--- config.mk ---
export PLATFORM = sky130hd
export DESIGN_NAME = piso_serializer_flat
export DESIGN_NICKNAME = d
export VERILOG_FILES = /design/src/rtl/piso_pkg.sv /design/src/rtl/piso_serializer_if.sv /design/src/rtl/piso_bit_counter.sv /design/src/rtl/piso_serializer.sv /design/src/flat_wrapper.sv
export SDC_FILE = /design/constraint.sdc
export NUM_CORES = 1
export LEC_CHECK = 0
export CORE_AREA = 2 2 39 41
export CTS_BUF_LIST = sky130_fd_sc_hd__clkbuf_4 sky130_fd_sc_hd__clkbuf_8
export DETAILED_ROUTE_END_ITERATION = 8
export DIE_AREA = 0 0 41 43
export DONT_BUFFER_PORTS = 1
export PLACE_DENSITY = 0.39
export SYNTH_ARGS = -nofsm -noshare
export SYNTH_HDL_FRONTEND = slang
export SYNTH_HIERARCHICAL = 1
export SYNTH_SLANG_ARGS = --single-unit
--- constraint.sdc ---
create_clock -name clk -period 2.45 [get_ports clk]
set_input_delay 0.49 -clock clk [delete_from_list [all_inputs] [get_ports clk]]
set_output_delay 0.49 -clock clk [all_outputs]
set_load 0.05 [all_outputs]
--- src/rtl/piso_pkg.sv ---
// Shared types and helpers for the parallel-in/serial-out transmitter.
// Build option: define PISO_PARITY_EN to append an even-parity bit to every frame.
package piso_pkg;

  typedef enum logic {IDLE = 1'b0, SHIFT = 1'b1} state_t;

`ifdef PISO_PARITY_EN
  localparam bit PARITY_EN = 1'b1;
`else
  localparam bit PARITY_EN = 1'b0;
`endif

  // Terminal count of the bit counter: last frame index (FRAME_LEN-1).
  function automatic int frame_len(input int width, input bit parity);
    return width + int'(parity) - 1;
  endfunction

  // Counter width able to hold 0..FRAME_LEN-1.
  function automatic int cnt_w(input int width, input bit parity);
    return $clog2(width + int'(parity));
  endfunction

endpackage

--- src/rtl/piso_serializer_if.sv ---
// Load handshake and serial line of the serializer.
//   master : word source / line observer (drives din, load_valid)
//   slave  : the serializer (drives load_ready, dout, dout_valid, dout_last, busy)
interface piso_serializer_if #(parameter int WIDTH = 4);
  logic [WIDTH-1:0] din;
  logic             load_valid;
  logic             load_ready;
  logic             dout;
  logic             dout_valid;
  logic             dout_last;
  logic             busy;

  modport master (output din, load_valid,
                  input  load_ready, dout, dout_valid, dout_last, busy);
  modport slave  (input  din, load_valid,
                  output load_ready, dout, dout_valid, dout_last, busy);
endinterface

--- src/rtl/piso_bit_counter.sv ---
// Frame bit index counter.
//   clk, rst_n : clock, async active-low reset
//   load       : restart at 0 (wins over en)
//   en         : advance by one; saturates at TERM
//   cnt        : current bit index
//   term       : cnt has reached TERM
module piso_bit_counter #(
  parameter int CNT_W = 2,
  parameter int TERM  = 3
) (
  input  logic             clk,
  input  logic             rst_n,
  input  logic             load,
  input  logic             en,
  output logic [CNT_W-1:0] cnt,
  output logic             term
);

  assign term = (cnt == CNT_W'(TERM));

  always_ff @(posedge clk or negedge rst_n) begin
    if (!rst_n)             cnt <= '0;
    else if (load)          cnt <= '0;
    else if (en && !term)   cnt <= cnt + 1'b1;
  end

endmodule

--- src/rtl/piso_serializer.sv ---
// Parallel-in/serial-out transmitter. Takes a WIDTH-bit word on a valid/ready
// handshake and sends it one bit per clk on dout, first bit in the cycle after
// accept. load_ready is also high on the last bit so frames run back to back.
//   clk, rst_n : clock, async active-low reset
//   bus        : piso_serializer_if.slave (din/load_valid/load_ready in,
//                dout/dout_valid/dout_last/busy out)
// Parameters: WIDTH (>=2), LSB_FIRST (0: din[WIDTH-1] first, 1: din[0] first).
// Build option: PISO_PARITY_EN appends an even-parity bit after the data bits.
module piso_serializer
  import piso_pkg::*;
#(
  parameter int WIDTH     = 4,
  parameter bit LSB_FIRST = 1'b0
) (
  input  logic               clk,
  input  logic               rst_n,
  piso_serializer_if.slave   bus
);

  localparam int TERM  = frame_len(WIDTH, PARITY_EN);
  localparam int CNT_W = cnt_w(WIDTH, PARITY_EN);

  state_t            state, state_nxt;
  logic [WIDTH-1:0]  shreg;
  logic              dout_r;
  logic [CNT_W-1:0]  cnt;
  logic              term;
  logic              last;
  logic              accept;
  logic              out_bit;
  logic              next_bit;

  assign last   = (state == SHIFT) && term;
  assign accept = bus.load_valid && bus.load_ready;

  assign bus.load_ready = (state == IDLE) || last;
  assign bus.dout       = dout_r;
  assign bus.dout_valid = (state == SHIFT);
  assign bus.busy       = (state == SHIFT);
  assign bus.dout_last  = last;

  piso_bit_counter #(.CNT_W(CNT_W), .TERM(TERM)) u_cnt (
    .clk   (clk),
    .rst_n (rst_n),
    .load  (accept),
    .en    (state == SHIFT),
    .cnt   (cnt),
    .term  (term)
  );

  always_comb begin
    state_nxt = state;
    case (state)
      IDLE:    if (accept)          state_nxt = SHIFT;
      SHIFT:   if (last && !accept) state_nxt = IDLE;
      default:                      state_nxt = IDLE;
    endcase
  end

  always_ff @(posedge clk or negedge rst_n) begin
    if (!rst_n) state <= IDLE;
    else        state <= state_nxt;
  end

  // shreg always holds the bits still to go, next one at the output end.
  assign out_bit = LSB_FIRST ? shreg[0] : shreg[WIDTH-1];

`ifdef PISO_PARITY_EN
  logic par;

  always_ff @(posedge clk or negedge rst_n) begin
    if (!rst_n)      par <= 1'b0;
    else if (accept) par <= ^bus.din;
  end

  // After the final data bit the parity bit goes out instead of shreg.
  assign next_bit = (cnt == CNT_W'(WIDTH-1)) ? par : out_bit;
`else
  assign next_bit = out_bit;
`endif

  // The first bit is registered straight from din, so shreg keeps the rest.
  always_ff @(posedge clk or negedge rst_n) begin
    if (!rst_n) begin
      shreg  <= '0;
      dout_r <= 1'b0;
    end else if (accept) begin
      dout_r <= LSB_FIRST ? bus.din[0] : bus.din[WIDTH-1];
      shreg  <= LSB_FIRST ? (bus.din >> 1) : (bus.din << 1);
    end else if ((state == SHIFT) && !term) begin
      dout_r <= next_bit;
      shreg  <= LSB_FIRST ? (shreg >> 1) : (shreg << 1);
    end else begin
      dout_r <= 1'b0;
    end
  end

endmodule

--- src/flat_wrapper.sv ---
// flat-port wrapper written by rule: the top's interface ports become plain ports
module piso_serializer_flat import piso_pkg::*;
#(
  parameter int WIDTH     = 4,
  parameter bit LSB_FIRST = 1'b0
)
  (clk, rst_n, bus_din, bus_load_valid, bus_load_ready, bus_dout, bus_dout_valid, bus_dout_last, bus_busy);
  piso_serializer_if #(.WIDTH(WIDTH)) bus_i ();
  input  logic clk;
  input  logic rst_n;
  input wire logic [$bits(bus_i.din)-1:0] bus_din;
  input wire logic [$bits(bus_i.load_valid)-1:0] bus_load_valid;
  output wire logic [$bits(bus_i.load_ready)-1:0] bus_load_ready;
  output wire logic [$bits(bus_i.dout)-1:0] bus_dout;
  output wire logic [$bits(bus_i.dout_valid)-1:0] bus_dout_valid;
  output wire logic [$bits(bus_i.dout_last)-1:0] bus_dout_last;
  output wire logic [$bits(bus_i.busy)-1:0] bus_busy;
  assign bus_i.din = bus_din;
  assign bus_i.load_valid = bus_load_valid;
  assign bus_load_ready = bus_i.load_ready;
  assign bus_dout = bus_i.dout;
  assign bus_dout_valid = bus_i.dout_valid;
  assign bus_dout_last = bus_i.dout_last;
  assign bus_busy = bus_i.busy;
  piso_serializer #(.WIDTH(WIDTH), .LSB_FIRST(LSB_FIRST)) u_core (.clk(clk), .rst_n(rst_n), .bus(bus_i));
endmodule
# --- After elaboration in Yosys (flattened, before gate mapping) ---
# Cells that the tools add are included.
# Widths: inputs -> output; s select.
classes:
  n_bitwise: 1
  addsub: 1
  n_mux: 9
  reduce_logical: 8
  eq_ne: 1
  shift: 0
  magnitude_cmp: 0
  div: 0
  multipliers: 0
ops:
  columns: ["op", "count"]
  rows:
  - ["$mux 4", 2]
  - ["$logic_and 1x1->1", 4]
  - ["$mux 1", 4]
  - ["$mux 2", 2]
  - ["$add 2x1->2 const B", 1]
  - ["$eq 2x2->1 const B", 1]
  - ["$logic_not 1->1", 2]
  - ["$pmux 1 s2", 1]
  - ["$reduce_bool 2->1", 1]
  - ["$logic_or 1x1->1", 1]
  - ["$not 1->1", 1]
totals:
  regBits: 8
  latch_bits: 0
  output_inout_bits: 5
  mem_count: 0
  mem_bits_ro: 0
  ram_bits: 0

# --- Depth between registers and ports, before layout ---
# Gate-level depths: netlist of run 1.
logic_depth:
  ltp_word: 8
  ltp_mapped: 6

# --- Modules after synthesis ---
# Netlist of run 1, hierarchy kept.
by_module_without_submodules:
  columns: ["mod", "cells_per_inst", "area_each_um2", "instances", "seq_area_each_um2"]
  rows:
  - ["piso_serializer", 20, 250.2, 1, 125.1]
  - ["piso_bit_counter", 10, 123.9, 1, 50.0]

# --- Least setup slack after synthesis of run 1 ---
# No wires, ideal clock.
synth_timing:
  kind: "reg2reg"
  start: "reg u_core.state (netlist: u_core/bus.busy)"
  end: "reg u_core.u_cnt.cnt[0]"
  setup_slack_ns: 0.765
  setup_time_ns: 0.125
  t_arrival_ns: 1.560
  path_stages_with_launch: 6
  path_buffers: 1
  t_required_ns: 2.325
  cell_sequence: "dfrtp_1 -> nand2b_1 -> buf_2 -> and2_2 -> nor2b_1 -> mux2_4"
synth_between:
  elab_chain_cells: 4
  elab_cells_between_ends: 7
  cone_classes: "mux: 1; bitwise: 1; reduce/logical: 5"
synth_rtl:
  columns: ["element", "line_no", "rtl"]
  rows:
  - ["from (decl)", "piso_serializer.sv:23", "state_t state, state_nxt;"]
  - ["from (signal assigned)", "piso_serializer.sv:62", "else state <= state_nxt;"]
  - ["$logic_and 1x1->1 / $not 1->1 (equally long branches)", "piso_serializer.sv:33, piso_serializer.sv:36", null]
  - ["$logic_or 1x1->1 (*)", "piso_serializer.sv:36", "assign bus.load_ready = (state == IDLE) || last;"]
  - ["via bus_load_ready", "flat_wrapper.sv:13", "output wire logic [$bits(bus_i.load_ready)-1:0] bus_load_ready;"]
  - ["$logic_and 1x1->1 (*)", "piso_serializer.sv:34", "assign accept = bus.load_valid && bus.load_ready;"]
  - ["via u_core.accept", "piso_serializer.sv:29", "logic accept;"]
  - ["$mux 2 / $reduce_bool 2->1 (equally long branches)", null, null]
  - ["to (signal assigned)", "piso_bit_counter.sv:24", "else if (en && !term) cnt <= cnt + 1'b1;"]
  - ["to (decl)", "piso_bit_counter.sv:15", "output logic [CNT_W-1:0] cnt,"]
# Mark *: on every way through the listed nets, which the timed path passes. The rest lies on a longest branch.
# A chain may end at the register's enable or synchronous reset.

# --- Worst setup path after layout of run 1 ---
layout_timing:
  start: "reg u_core.u_cnt.cnt[0]"
  end: "out bus_load_ready"
layout_between:
  elab_chain_cells: 3
layout_rtl:
  columns: ["element", "line_no", "rtl"]
  rows:
  - ["$eq 2x2->1", "piso_bit_counter.sv:19", "assign term = (cnt == CNT_W'(TERM));"]
  - ["via u_core.term", "piso_serializer.sv:27", "logic term;"]
  - ["$logic_and 1x1->1", "piso_serializer.sv:33", "assign last = (state == SHIFT) && term;"]
  - ["$logic_or 1x1->1", "piso_serializer.sv:36", null]
  - ["to (decl)", "flat_wrapper.sv:13", null]
# The timed path passes the listed nets, and every way through them passes these cells.

==> reports/metrics.cfg, run 1 <==
[worst_setup_path]
rr_endpoint=u_core/u_cnt/cnt[1]
critPathKind=reg2out
worstPathArrival_ns=1.50
path_cells=ha_1, nand2b_1, buf_4
r2r-start=u_core/u_cnt/cnt[0]
cp-start-kind=flop
cp_max_fo=7
r2r_slack_ns=0.81
r2r_cells=5
end_kind=output port
slowest_delay_ns=0.40
cp_slowest_cell=dfrtp_1
cp.required_ns=1.96

[sta]
rsz0062_at_grt=no
fin_tns_setup_ns=0
drv_slew=0
maxSlewHeadroom_pct=67.3
hold_viol=0
fin_crit_ns=1.99
fmax_mhz=504
fin_ws_ns=0.464
worst_pin_slew_ns=0.493
skew_ns=0.00349
hold_ws_ns=0.353
finalCritPeriodShare_pct=81.0
finalSetupViolCount=0

[clocking]
htreeDepth=1
cts_buffers=3
cts_tree=yes
clk_path_buf_depth=2
cts_sinks=7
cts.clk_slew.worst_paths_ns=0.05
root_buffer=clkbuf_4
cts-resized-gates=0
clk_latency_ns=0.25

[worst_hold_path]
hp-class=in2reg
min_path_cells=1
whs_endpoint=u_core/bus.busy
hp-start=bus_load_valid

[route]
post_drt_wl_per_cell_um=13.1
drc_errors=0
drtPass1Iterations=4
via_per_inst=4.42
ant_nets=0
drt_iter0_drc=2
wl_um=679
vias=230

[floorplanning]
placementRows=14
core_area_sq_um=1380
num_io_pins=12
initial_core_util_pct=27.0
die_h_um=43
dieArea_sq_um=1760
fp.dieW_um=41

[run_status]
outcome=finished clean

[placement]
place_ws_ns=0.745
place_inst=47
numPortBuffers=0
gp_congestion=0.635
place_area_sq_um=404
dp_hpwl_um=506

[synth]
synth_warnings=6
synth_cell_types=19
ys_seq_area_share_pct=46.8
synth_seq_cells=7
syn_nets=38
postSynthCellCount=30
synth.cell_area_sq_um=374
synth_area_per_cell_sq_um=12.5

[final_layout]
utilization_pct=32.1
fillers=138
diodes=0
final_layout_size_suffix_gt1_share_pct=38.9
stdcell_count=52
fin_area_sq_um=444
fin_nets=45
area.growth.synth_to_final_pct=18.7

[power]
power_mw=0.673
leakage_nw=0.215
p_per_area_nw_per_um2=1520
peakVddDrop_uv=534

[grt]
grt_pass1_wl_um=1170
grt-ovfl-total=0
grt_max_degree=8
grt_pass1_vias=278
grt_usage_pct=9.99
antenna_found_initial=0

[run]
max_cap_viol_count=0

sequential cells by signal, summed over array words and instances, names as in the netlist:
register          cells
u_core/bus.dout       1
u_core/u_cnt/cnt      2
u_core/bus.busy       1
u_core/shreg          3
cell usage after synthesis:
cell type	count	area share, %
mux2_1	2	6.0
nor2b_1	1	1.7
nand2b_2	1	2.3
mux2i_1	1	2.7
nor2b_4	1	3.7
ha_1	1	3.3
o21ai_0	1	1.3
nand2b_1	2	3.3
nand2_1	1	1.0
nor2_1	1	1.0
mux2_2	2	6.0
buf_4	1	2.0
dfrtp_1	7	47
inv_1	1	1.0
nand4bb_1	1	3.0
buf_2	1	1.3
mux2_4	2	8.0
and2_1	2	3.3
and2_2	1	2.0
where the power goes:
group | internal [mW] | switching [mW]
combinational | 0.143 | 0.194
clock | 0.0734 | 0.0459
sequential | 0.163 | 0.0535
total | 0.380 | 0.293
worst max-delay path by stage:
stage	start	to	depth (start not counted)
4_1_cts	u_core/u_cnt/cnt[0]	bus_load_ready	3
2_1_floorplan	u_core/bus.busy	u_core/u_cnt/cnt[0]	5
6_report	u_core/u_cnt/cnt[0]	bus_load_ready	3
5_1_grt	u_core/u_cnt/cnt[0]	bus_load_ready	3
3_5_place_dp	u_core/u_cnt/cnt[0]	bus_load_ready	3
3_3_place_gp	u_core/u_cnt/cnt[0]	bus_load_ready	3
final cells by class:
type                    count  area, sq um  share of cell area, %
multi-input cells          20          183                   41.1
clock buffers               4         30.0                   6.76
repair buffers              4         32.5                   7.32
well taps                  16         20.0                   4.51
inverters                   1         3.75                  0.845
flip-flops and latches      7          175                   39.4
timing repair:
item / CTS / global route
hold endpoints to repair: 7 / 0
setup endpoints to repair: 0 / 0
hold buffers: 1 / 0
buffers inserted: 0 / 0
placed cells by master (no fill, tap or decap), types with 2 or more instances in the layout:
master    netlist  final
nand2b_1        2      2
and2_1          2      2
dfrtp_1         7      7
mux2_2          2      2
mux2_1          2      2
mux2_4          2      2
clkbuf_4        0      4
buf_4           1      3
worst max-delay path, delay by kind of cell, from the launching register on:
family	cells	cell delay (ns)
adder cells (fa/ha/maj)	1	0.27
buffers and inverters	1	0.27
flip-flops	1	0.40
AND/OR/NAND/NOR	1	0.31
cells by family (layout without fill, tap and decap cells):
family | Yosys count | after routing | synth area share (%)
buffers and inverters | 3 | 9 | 4.35
AO/OA/AOI/OAI | 1 | 1 | 1.34
AND/OR/NAND/NOR | 11 | 11 | 21.4
multiplexers | 7 | 7 | 22.7
flip-flops | 7 | 7 | 46.8
adder cells (fa/ha/maj) | 1 | 1 | 3.34
metal layers:
| layer | GRT usage, % | routed length, um | vias up |
|---|---|---|---|
| met5 | 0 | 0 | - |
| met4 | 6.00 | 0 | 0 |
| met3 | 3.66 | 43 | 0 |
| met2 | 14.4 | 326 | 6 |
| met1 | 12.1 | 309 | 111 |
| li1 | - | - | 113 |
Power figures use the tool's default switching activity.
==> run 2: changes to the inputs <==
--- a/config.mk
+++ b/config.mk
@@ -10,7 +10,7 @@
 export DETAILED_ROUTE_END_ITERATION = 8
 export DIE_AREA = 0 0 41 43
 export DONT_BUFFER_PORTS = 1
-export PLACE_DENSITY = 0.39
+export PLACE_DENSITY = 0.4
 export SYNTH_ARGS = -nofsm -noshare
 export SYNTH_HDL_FRONTEND = slang
 export SYNTH_HIERARCHICAL = 1
==> constraint.sdc (replaced) <==
create_clock -name clk -period 1.6 [get_ports clk]
set_input_delay 0.32 -clock clk [delete_from_list [all_inputs] [get_ports clk]]
set_output_delay 0.32 -clock clk [all_outputs]
set_load 0.05 [all_outputs]
==> reports/metrics.cfg, run 2 (synthesis gave the netlist of run 1 again) <==
[clocking]
cts_setup_buffers=0
root_buffer=clkbuf_4
cts_buffers=3
cts.clk_slew.worst_paths_ns=0.05
cts_sinks=7
cts_tree=yes
clk_latency_ns=0.25
htreeDepth=1
clk_path_buf_depth=2

[final_layout]
layout_commonest_cell=dfrtp_1
reg_top3=u_core/shreg x3, u_core/u_cnt/cnt x2
largest_reg_flops=3
final_layout_size_suffix_gt1_share_pct=43.2
fin_area_sq_um=470
area.growth.synth_to_final_pct=25.8
utilization_pct=34.0
fillers=146
diodes=0
mostFrequentLayoutCells=dfrtp_1 (7), clkbuf_4 (4)
regMostFlops=u_core/shreg
fin_nets=46

[route]
ant_nets=0
drc_errors=0
drt_iter0_drc=4
wl_um=701
post_drt_wl_per_cell_um=13.2
vias=246
via_per_inst=4.64
drtPass1Iterations=2

[floorplanning]
placementRows=14
core_area_sq_um=1380
num_io_pins=12
dieArea_sq_um=1760
fp.dieW_um=41
initial_core_util_pct=27.0
die_h_um=43

[sta]
fin_tns_setup_ns=0
worst_pin_slew_ns=0.445
finalSetupViolCount=0
fin_ws_ns=0.0658
finalCritPeriodShare_pct=95.9
skew_ns=0.000370
maxSlewHeadroom_pct=70.3
fin_crit_ns=1.53
drv_slew=0
fmax_mhz=652
hold_viol=0

[worst_setup_path]
cp-start-kind=flop
worstPathArrival_ns=1.21
critPathKind=reg2out
cp.required_ns=1.28
slowest_delay_ns=0.39
cp_max_fo=4
path_cells=ha_2, nand2b_1, buf_6
end_kind=output port
cp_slowest_cell=dfrtp_1

[grt]
antenna_found_initial=0
grt_use_met1_pct=13.2
grt_usage_pct=11.3
grt_util_met2_pct=15.3
grt_pass1_vias=285
busiest_layer=met2
grt-ovfl-total=0
grt_pass1_wl_um=1300
grtUsageMet3_pct=8.90
grt_max_degree=8

[power]
peakVddDrop_uv=1070
p_per_area_nw_per_um2=2350
leakage_nw=0.223
power_mw=1.10

[placement]
place_area_sq_um=424
dp_hpwl_um=555
numPortBuffers=0
place_ws_ns=0.177
gp_congestion=0.748

[worst_hold_path]
hp-class=in2reg

[run]
max_cap_viol_count=0

[run_status]
outcome=finished clean

[run 2: cell types whose count changed in the layout (fill, tap and decap cells not counted), sizes merged]
cell | previous run | this run
buf | 3 | 4
[run 2: worst paths after layout]
check                                          from  cells past startpoint             endpoint  slack (ns)
worst min register to register      u_core/shreg[2]                      1      u_core/shreg[3]        0.50
worst min-delay path                 bus_load_valid                      1      u_core/bus.busy        0.18
worst max-delay path            u_core/u_cnt/cnt[0]                      3       bus_load_ready        0.07
worst max register to register  u_core/u_cnt/cnt[0]                      5  u_core/u_cnt/cnt[1]        0.21
max in group asynchronous                     rst_n                      1  u_core/u_cnt/cnt[0]        0.94
min in group asynchronous                     rst_n                      1      u_core/shreg[2]        0.41
[run 2: repair_timing]
item	4_1_cts	5_1_grt
cloned	0	0
gates resized for setup	1	1
setup endpoints to repair	1	1
hold endpoints to repair	7	0
hold buffers	1	0
[run 2: report_power, final]
part,total [mW],switching [mW],internal [mW]
sequential,0.336,0.0852,0.250
combinational,0.593,0.313,0.281
clock,0.176,0.0636,0.112
total,1.10,0.461,0.643
[run 2: area by class of cell]
cell class / count / area [sq um] / share of cell area (%)
clock buffers: 4 / 30.0 / 6.38
inverters: 1 / 3.75 / 0.798
multi-input cells: 20 / 185 / 39.4
flip-flops and latches: 7 / 175 / 37.2
well taps: 16 / 20.0 / 4.26
repair buffers: 5 / 56.3 / 12.0
[run 2: critical path: cells and delay by family (launching register included)]
| kind | cells | cell delay, ns |
|---|---|---|
| flip-flops | 1 | 0.39 |
| adder cells (fa/ha/maj) | 1 | 0.22 |
| AND/OR/NAND/NOR | 1 | 0.19 |
| buffers and inverters | 1 | 0.17 |
[run 2: layer usage]
| layer | share of wire (%) | routed length (um) |
|---|---|---|
| met1 | 38 | 264 |
| met2 | 51 | 355 |
| met3 | 10 | 73 |
| met4 | 1.1 | 8 |
| met5 | 0 | 0 |
[run 2: through the flow]
step | hold WS (ns) | std cells
after floorplan | 0.0244 | 30
after global placement | 0.0246 | 48
after detailed placement | 0.0246 | 48
after CTS | 0.175 | 53
after global routing | 0.174 | 53
final | 0.184 | 53
==> run 3: changes to the inputs <==
--- a/config.mk
+++ b/config.mk
@@ -10,8 +10,7 @@
 export DETAILED_ROUTE_END_ITERATION = 8
 export DIE_AREA = 0 0 41 43
 export DONT_BUFFER_PORTS = 1
-export PLACE_DENSITY = 0.4
+export PLACE_DENSITY = 0.37
 export SYNTH_ARGS = -nofsm -noshare
 export SYNTH_HDL_FRONTEND = slang
-export SYNTH_HIERARCHICAL = 1
 export SYNTH_SLANG_ARGS = --single-unit
==> reports/metrics.cfg, run 3 <==
[placement]
gp_congestion=0.698
place_ws_ns=0.346
numPortBuffers=0
place_inst=46
dp_hpwl_um=433
place_area_sq_um=370

[grt]
grt_usage_pct=9.93
grt_pass1_vias=245
grtUsageMet3_pct=11.0
grt_max_degree=12
antenna_found_initial=0
grt_use_met1_pct=11.3
grt_pass1_wl_um=1060
grt-ovfl-total=0
grt_util_met2_pct=11.6
busiest_layer=met2

[worst_setup_path]
r2r-start=u_core.u_cnt.cnt[0]
worstPathArrival_ns=1.18
r2r_cells=5
cp-start-kind=flop
critPathKind=reg2out
r2r_slack_ns=0.37
cp.required_ns=1.28
end_kind=output port
cp_max_fo=2
rr_endpoint=u_core.u_cnt.cnt[0]

[synth]
ys_top_cells_by_count=dfrtp_1 (7), mux2i_1 (3)
synth_seq_cells=7
ys_seq_area_share_pct=52.4
postSynthCellCount=29
synth_most_common_cell=dfrtp_1
yosysTopAreaCell=dfrtp_1
yosys_most_used_dff=dfrtp_1
async_reset_ff_share_pct=100
synth_area_per_cell_sq_um=11.5
synth_cell_types=15
synth_enable_flop_cells=0
synth_top_area_share_pct=52.4
syn_nets=37
synth_warnings=0
synth_area_leaders=dfrtp_1 (52%), mux2i_1 (9.0%), buf_4 (4.5%)
synth.cell_area_sq_um=334

[final_layout]
seqCellArea_sq_um=175
stdcell_count=51
fin_nets=44
reg_top3=u_core.shreg x3, u_core.u_cnt.cnt x2
layout_commonest_cell=dfrtp_1
multi_input_area_sq_um=125
fin_area_sq_um=414
final_layout_size_suffix_gt1_share_pct=28.6
largest_reg_flops=3
regMostFlops=u_core.shreg
diodes=0
mostFrequentLayoutCells=dfrtp_1 (7), clkbuf_4 (4), mux2i_1 (3)
fillers=151
area.growth.synth_to_final_pct=24.0

[sta]
fin_ws_ns=0.0960
finalCritPeriodShare_pct=94.0
maxSlewHeadroom_pct=70.5
worst_pin_slew_ns=0.442
fin_crit_ns=1.50
skew_ns=0.00608
fmax_mhz=665
hold_viol=0
drv_slew=0
rsz0062_at_grt=no
finalSetupViolCount=0
fin_tns_setup_ns=0

[route]
ant_nets=0
drc_errors=0
post_drt_wl_per_cell_um=11.5
drt_iter0_drc=3
via_per_inst=4.22
vias=215
wl_um=584
drtPass1Iterations=4

[clocking]
cts.clk_slew.worst_paths_ns=0.06
htreeDepth=1
cts_sinks=7
root_buffer=clkbuf_4
cts_setup_buffers=0
clk_latency_ns=0.25
cts_buffers=3
cts_tree=yes
clk_path_buf_depth=2

[floorplanning]
core_area_sq_um=1380
dieArea_sq_um=1760
initial_core_util_pct=24.1
placementRows=14
fp.dieW_um=41
die_h_um=43
num_io_pins=12

[worst_hold_path]
whs_endpoint=u_core.bus.busy
hp-class=in2reg
hp-start=bus_load_valid
min_path_cells=1

[run]
max_cap_viol_count=0

[power]
power_mw=1.01
leakage_nw=0.200
peakVddDrop_uv=872
p_per_area_nw_per_um2=2440

[run_status]
outcome=finished clean

==> run 3: per-stage QoR <==
step / util [%] / hold WS, ns
2_1_floorplan: - / 0.0244
3_3_place_gp: 26.8 / 0.0246
3_5_place_dp: 26.8 / 0.0246
4_1_cts: 29.7 / 0.202
5_1_grt: 29.9 / 0.192
6_report: 29.9 / 0.204
==> run 3: what timing repair did <==
action / CTS / global route
endpoints found under the setup margin: 0 / 1
gates resized for setup: 0 / 1
hold buffers: 1 / 0
hold endpoints to repair: 7 / 0
==> run 3: area by class of cell <==
cell class,count,area share [%]
sequential,7,42.3
multi-input combinational,17,30.2
timing repair buffer,5,13.6
clock buffer,4,7.25
tap,16,4.83
inverter,2,1.81
==> run 3: worst max-delay path, stage by stage, from the launching register on <==
cell and delay, ns:
dfrtp_1 0.39, ha_1 0.20, nand2b_1 0.17, buf_6 0.17
==> run 3: how the worst max path moves through the flow <==
stage	startpoint	end	slack, ns	cells after the start
4_1_cts	u_core.u_cnt.cnt[0]	bus_load_ready	0.06	3
3_3_place_gp	u_core.u_cnt.cnt[0]	bus_load_ready	0.33	3
5_1_grt	u_core.u_cnt.cnt[0]	bus_load_ready	0.003	3
6_report	u_core.u_cnt.cnt[0]	bus_load_ready	0.1	3
2_1_floorplan	u_core.bus.busy	bus_dout_last	0.14	1
3_5_place_dp	u_core.u_cnt.cnt[0]	bus_load_ready	0.35	3
==> run 3: routing by layer <==
layer / vias to the layer above / wire [um]
li1: 106 / -
met1: 96 / 256
met2: 13 / 240
met3: 0 / 87
met4: 0 / 0
met5: - / 0
==> run 3: logic make-up after synthesis <==
group | after synthesis | share of synthesized area [%]
flip-flops | 7 | 52.4
multiplexers | 4 | 13.5
AO/OA/AOI/OAI | 4 | 5.99
AND/OR/NAND/NOR | 8 | 14.2
adder cells (fa/ha/maj) | 1 | 3.74
buffers and inverters | 5 | 10.1
==> run 3: power breakdown <==
part           switching (mW)  internal (mW)
registers              0.0821          0.256
clock network          0.0686          0.112
logic                   0.298          0.193
==> variant 1 (settings of run 3) <==
`PARITY_EN`: 1'b0 -> 1'b1.
--- a/src/rtl/piso_pkg.sv
+++ b/src/rtl/piso_pkg.sv
@@ -7,7 +7,7 @@
 `ifdef PISO_PARITY_EN
   localparam bit PARITY_EN = 1'b1;
 `else
-  localparam bit PARITY_EN = 1'b0;
+  localparam bit PARITY_EN = 1'b1;
 `endif
 
   // Terminal count of the bit counter: last frame index (FRAME_LEN-1).
Formal check against the unedited RTL: not equivalent (Yosys sat finds a counterexample within 10 cycles, from zero or initial values and one cycle with rst_n low).
==> variant 1 against run 3 <==
  * Via count up 31%
  * Area after synthesis is 22% higher
  * Worst setup slack lost 0.028 ns
  * Total power is 5.6% higher
  * Critical path type unchanged
  * Sequential cell count increased by 1
  * Global-route usage increased by 0.94 points
  * Combinational power increased by 15%
  * Critical path depth rose by 1
  * Wire length up 18%
  * Cell area grew 21%
  * Sequential power is 6% higher
==> variant 1: results (changes against run 3) <==
status=finished clean (unchanged); DR WL met3=44 um (was 87 um); Final Net Count=55 (was 44); post-CTS sizing=3 (was 0); register-to-register setup slack=0.34 ns (was 0.37 ns); Post-CTS Repair Setup Buffers=0 (unchanged); YS warnings=0 (unchanged); Met2 Wirelength=354 um (was 240 um); final wirelength=691 um (was 584 um); max layer used=met4 (was met3); sequential-to-total area share from yosys stat=48.93% (was 52.43%); worst r2r src=u_core.u_cnt.cnt[1] (was u_core.u_cnt.cnt[0]); CTS clk-pin slew, worst paths=0.05 ns; Iter 0 DRT Violations=1 (was 3); setup ws final=0.06801 ns (was 0.09597 ns); # fillers=156 (was 151); worst vdd ir=0.7655 mV (was 0.8718 mV); Pleak=0.2460 nW (was 0.2002 nW); synth top area cells=dfrtp_1 (49%), mux2i_1 (9.8%), ha_1 (6.1%), nand2_1 (5.5%), o21ai_0 (3.7%) (was dfrtp_1 (52%), mux2i_1 (9.0%), buf_4 (4.5%), mux2_4 (4.5%), ha_1 (3.7%)); met1 Use GR=13.38% (was 11.26%); R2R depth=6 (was 5); met2 global-route usage=15.31% (was 11.56%); GRT Total Usage=10.87% (was 9.929%); mux contribution to synthesized area=9.786% (was 13.48%); share of post-route cells with drive strength above 1=31.82% (was 28.57%); global-route track usage on met3=1.571% (was 10.99%); vias in the first global route=318 (was 245); first-pass GRT wire length=1255 um (was 1055 um); Synth Area in Compound Gates=12.54% (was 5.993%); number of detailed-route iterations in the first pass=3 (was 4); Setup crit end=bus_dout_last (was bus_load_ready); dpl hpwl=566.2 um (was 433.1 um); Largest regs=u_core.shreg: 3 flops, u_core.u_cnt.cnt: 3 flops (was u_core.shreg: 3 flops, u_core.u_cnt.cnt: 2 flops); Post-Place Worst Slack=0.2246 ns (was 0.3464 ns); Syn Nets=47 (was 37); Worst Path Arrival=1.21 ns (was 1.18 ns); synth cell count leaders=dfrtp_1 (8), nand2_1 (6), mux2i_1 (4) (was dfrtp_1 (7), mux2i_1 (3)); Final GP Congestion=0.6302 (was 0.6976); adder-cell area share of the yosys netlist=6.116% (was 3.745%); post-route met1 wirelength=287 um (was 256 um); clock skew=0.002738 ns (was 0.006079 ns); Vias/cell=4.700 (was 4.216); Cell variety after synth=16 (was 15); placed cell area=445.4 um^2 (was 370.4 um^2); Slew HR=70.37% (was 70.54%); CP max FO=3 (was 2)
-- variant 1: changes by cell type after synthesis, moves of 2 or more --
cell      change
a21oi_1       -2
o21ai_1       -2
nor2b_1       +2
nand2b_1      -2
o21ai_0       +3
nand2_1       +6
-- variant 1: worst min-delay path by stage --
stage / start / to
2_1_floorplan: rst_n / u_core.bus.busy
3_5_place_dp: rst_n / u_core.bus.busy
3_3_place_gp: rst_n / u_core.u_cnt.cnt[2]
4_1_cts: bus_load_valid / u_core.u_cnt.cnt[1]
5_1_grt: bus_load_valid / u_core.u_cnt.cnt[1]
6_report: bus_load_valid / u_core.u_cnt.cnt[1]
-- variant 1: per-stage QoR --
stage,cells,hold WS (ns)
3_3_place_gp,55,0.02469
4_1_cts,59,0.1554
6_report,60,0.1632
3_5_place_dp,55,0.02474
5_1_grt,60,0.1532
2_1_floorplan,38,0.02441
-- variant 1: where the power goes --
group          internal, mW  leakage, nW  switching [mW]
clock network        0.0853       0.0138          0.0611
logic                 0.245        0.132           0.320
registers             0.283        0.100          0.0740
-- variant 1: area by class of cell --
cell class | instances | area [um^2] | area share, %
clock buffer | 3 | 22.52 | 4.489
inverter | 3 | 11.26 | 2.244
multi-input combinational | 24 | 183.9 | 36.66
sequential | 8 | 200.2 | 39.90
tap | 16 | 20.02 | 3.990
timing repair buffer | 6 | 63.81 | 12.72
-- variant 1: logic make-up after synthesis --
logic type / count (synthesis)
buffers and inverters: 6
adder cells (fa/ha/maj): 2
multiplexers: 4
flip-flops: 8
AND/OR/NAND/NOR: 11
AO/OA/AOI/OAI: 7
-- variant 1: critical path: cells and delay by family, from the launching register on --
family	cells	cell delay, ns
DFF	1	0.38
buffers and inverters	2	0.24
and+or+nand+nor	1	0.20
adders and majority gates	1	0.15
==> variant 2 (flow settings as in run 3) <==
Without the edit above. `WIDTH` is set to 4 in 3 places; all go to 3.
--- a/src/rtl/piso_serializer_if.sv
+++ b/src/rtl/piso_serializer_if.sv
@@ -1,7 +1,7 @@
 // Load handshake and serial line of the serializer.
 //   master : word source / line observer (drives din, load_valid)
 //   slave  : the serializer (drives load_ready, dout, dout_valid, dout_last, busy)
-interface piso_serializer_if #(parameter int WIDTH = 4);
+interface piso_serializer_if #(parameter int WIDTH = 3);
   logic [WIDTH-1:0] din;
   logic             load_valid;
   logic             load_ready;
--- a/src/rtl/piso_serializer.sv
+++ b/src/rtl/piso_serializer.sv
@@ -9,7 +9,7 @@
 module piso_serializer
   import piso_pkg::*;
 #(
-  parameter int WIDTH     = 4,
+  parameter int WIDTH     = 3,
   parameter bit LSB_FIRST = 1'b0
 ) (
   input  logic               clk,
--- a/src/flat_wrapper.sv
+++ b/src/flat_wrapper.sv
@@ -1,7 +1,7 @@
 // flat-port wrapper written by rule: the top's interface ports become plain ports
 module piso_serializer_flat import piso_pkg::*;
 #(
-  parameter int WIDTH     = 4,
+  parameter int WIDTH     = 3,
   parameter bit LSB_FIRST = 1'b0
 )
   (clk, rst_n, bus_din, bus_load_valid, bus_load_ready, bus_dout, bus_dout_valid, bus_dout_last, bus_busy);
Interface: changed (resized bus_din); port bits go from 12 to 11. No check against the original RTL was run, so the function may have changed too.
==> variant 2 against run 3 <==
  * Worst setup slack got worse by 0.014 ns
  * Area after synthesis decreased by 18%
  * Cell area decreased by 15%
  * Die area unchanged
  * Sequential power decreased by 14%
  * Synthesized cell count decreased by 17%
  * Total power decreased by 15%
  * Hold slack improved by 0.013 ns
  * Sequential cell count decreased by 1
  * Register-to-register slack improved by 0.02 ns
  * Clock skew decreased by 0.0029 ns
  * Wire length decreased by 15%
  * Largest power group unchanged
==> variant 2: results (changes against run 3) <==
dpl cells=42 (was 46); Layout Cells excl Fill=46 (was 51); combinational power=0.435 mW (was 0.491 mW); largest net degree at the start of global routing=10 (was 12); status=finished clean (unchanged); Post-Synthesis Cells=24 (was 29); WL/cell=10.74 um (was 11.45 um); Synth Area in Compound Gates=5.505% (was 5.993%); Synth-to-Final Area Change=29.36% (was 23.97%); Final GP Congestion=0.7165 (was 0.6976); adder-cell area share of the yosys netlist=4.587% (was 3.745%); P_clk=0.136 mW (was 0.181 mW); placed cell area=320.3 um^2 (was 370.4 um^2); dpl hpwl=392.4 um (was 433.1 um); Fmax=658.7 MHz (was 664.9 MHz); Cell variety after synth=13 (was 15); Vias/cell=3.891 (was 4.216); Final Net Count=39 (was 44); share of post-route cells with drive strength above 1=23.33% (was 28.57%); clock skew=0.003178 ns (was 0.006079 ns); hold slack=0.2165 ns (was 0.2040 ns); Pleak=0.1672 nW (was 0.2002 nW); register-to-register setup slack=0.39 ns (was 0.37 ns); first-pass GRT wire length=745 um (was 1055 um); # fillers=150 (was 151); mux contribution to synthesized area=11.47% (was 13.48%); vias in the first global route=179 (was 245)
## variant 2: cell types whose count changed after synthesis, sizes merged
| cell | delta |
|---|---|
| a21oi | -1 |
| buf | -1 |
| dfrtp | -1 |
| mux2i | -1 |
| nor2 | -1 |
## variant 2: path summary, 6_finish.rpt
| path | cells past startpoint | end |
|---|---|---|
| worst max-delay path | 4 | bus_load_ready |
| worst min-delay path | 1 | u_core.bus.busy |
| worst max register to register | 6 | u_core.bus.dout |
| worst min register to register | 1 | u_core.u_cnt.cnt[0] |
| max in group asynchronous | 1 | u_core.bus.busy |
| min in group asynchronous | 1 | u_core.shreg[2] |
## variant 2: area by class of cell
class,count,share of cell area (%)
multi-input combinational,14,28.37
clock buffer,3,6.383
tap,16,5.674
sequential,6,42.55
inverter,2,2.128
timing repair buffer,5,14.89
## variant 2: layer usage
layer	track usage (%)	part of all wire, %	up-vias
met1	7.468	42	79
li1	-	-	89
met2	7.813	40	9
met4	8.667	2.6	0
met5	0	0	-
met3	8.377	15	2
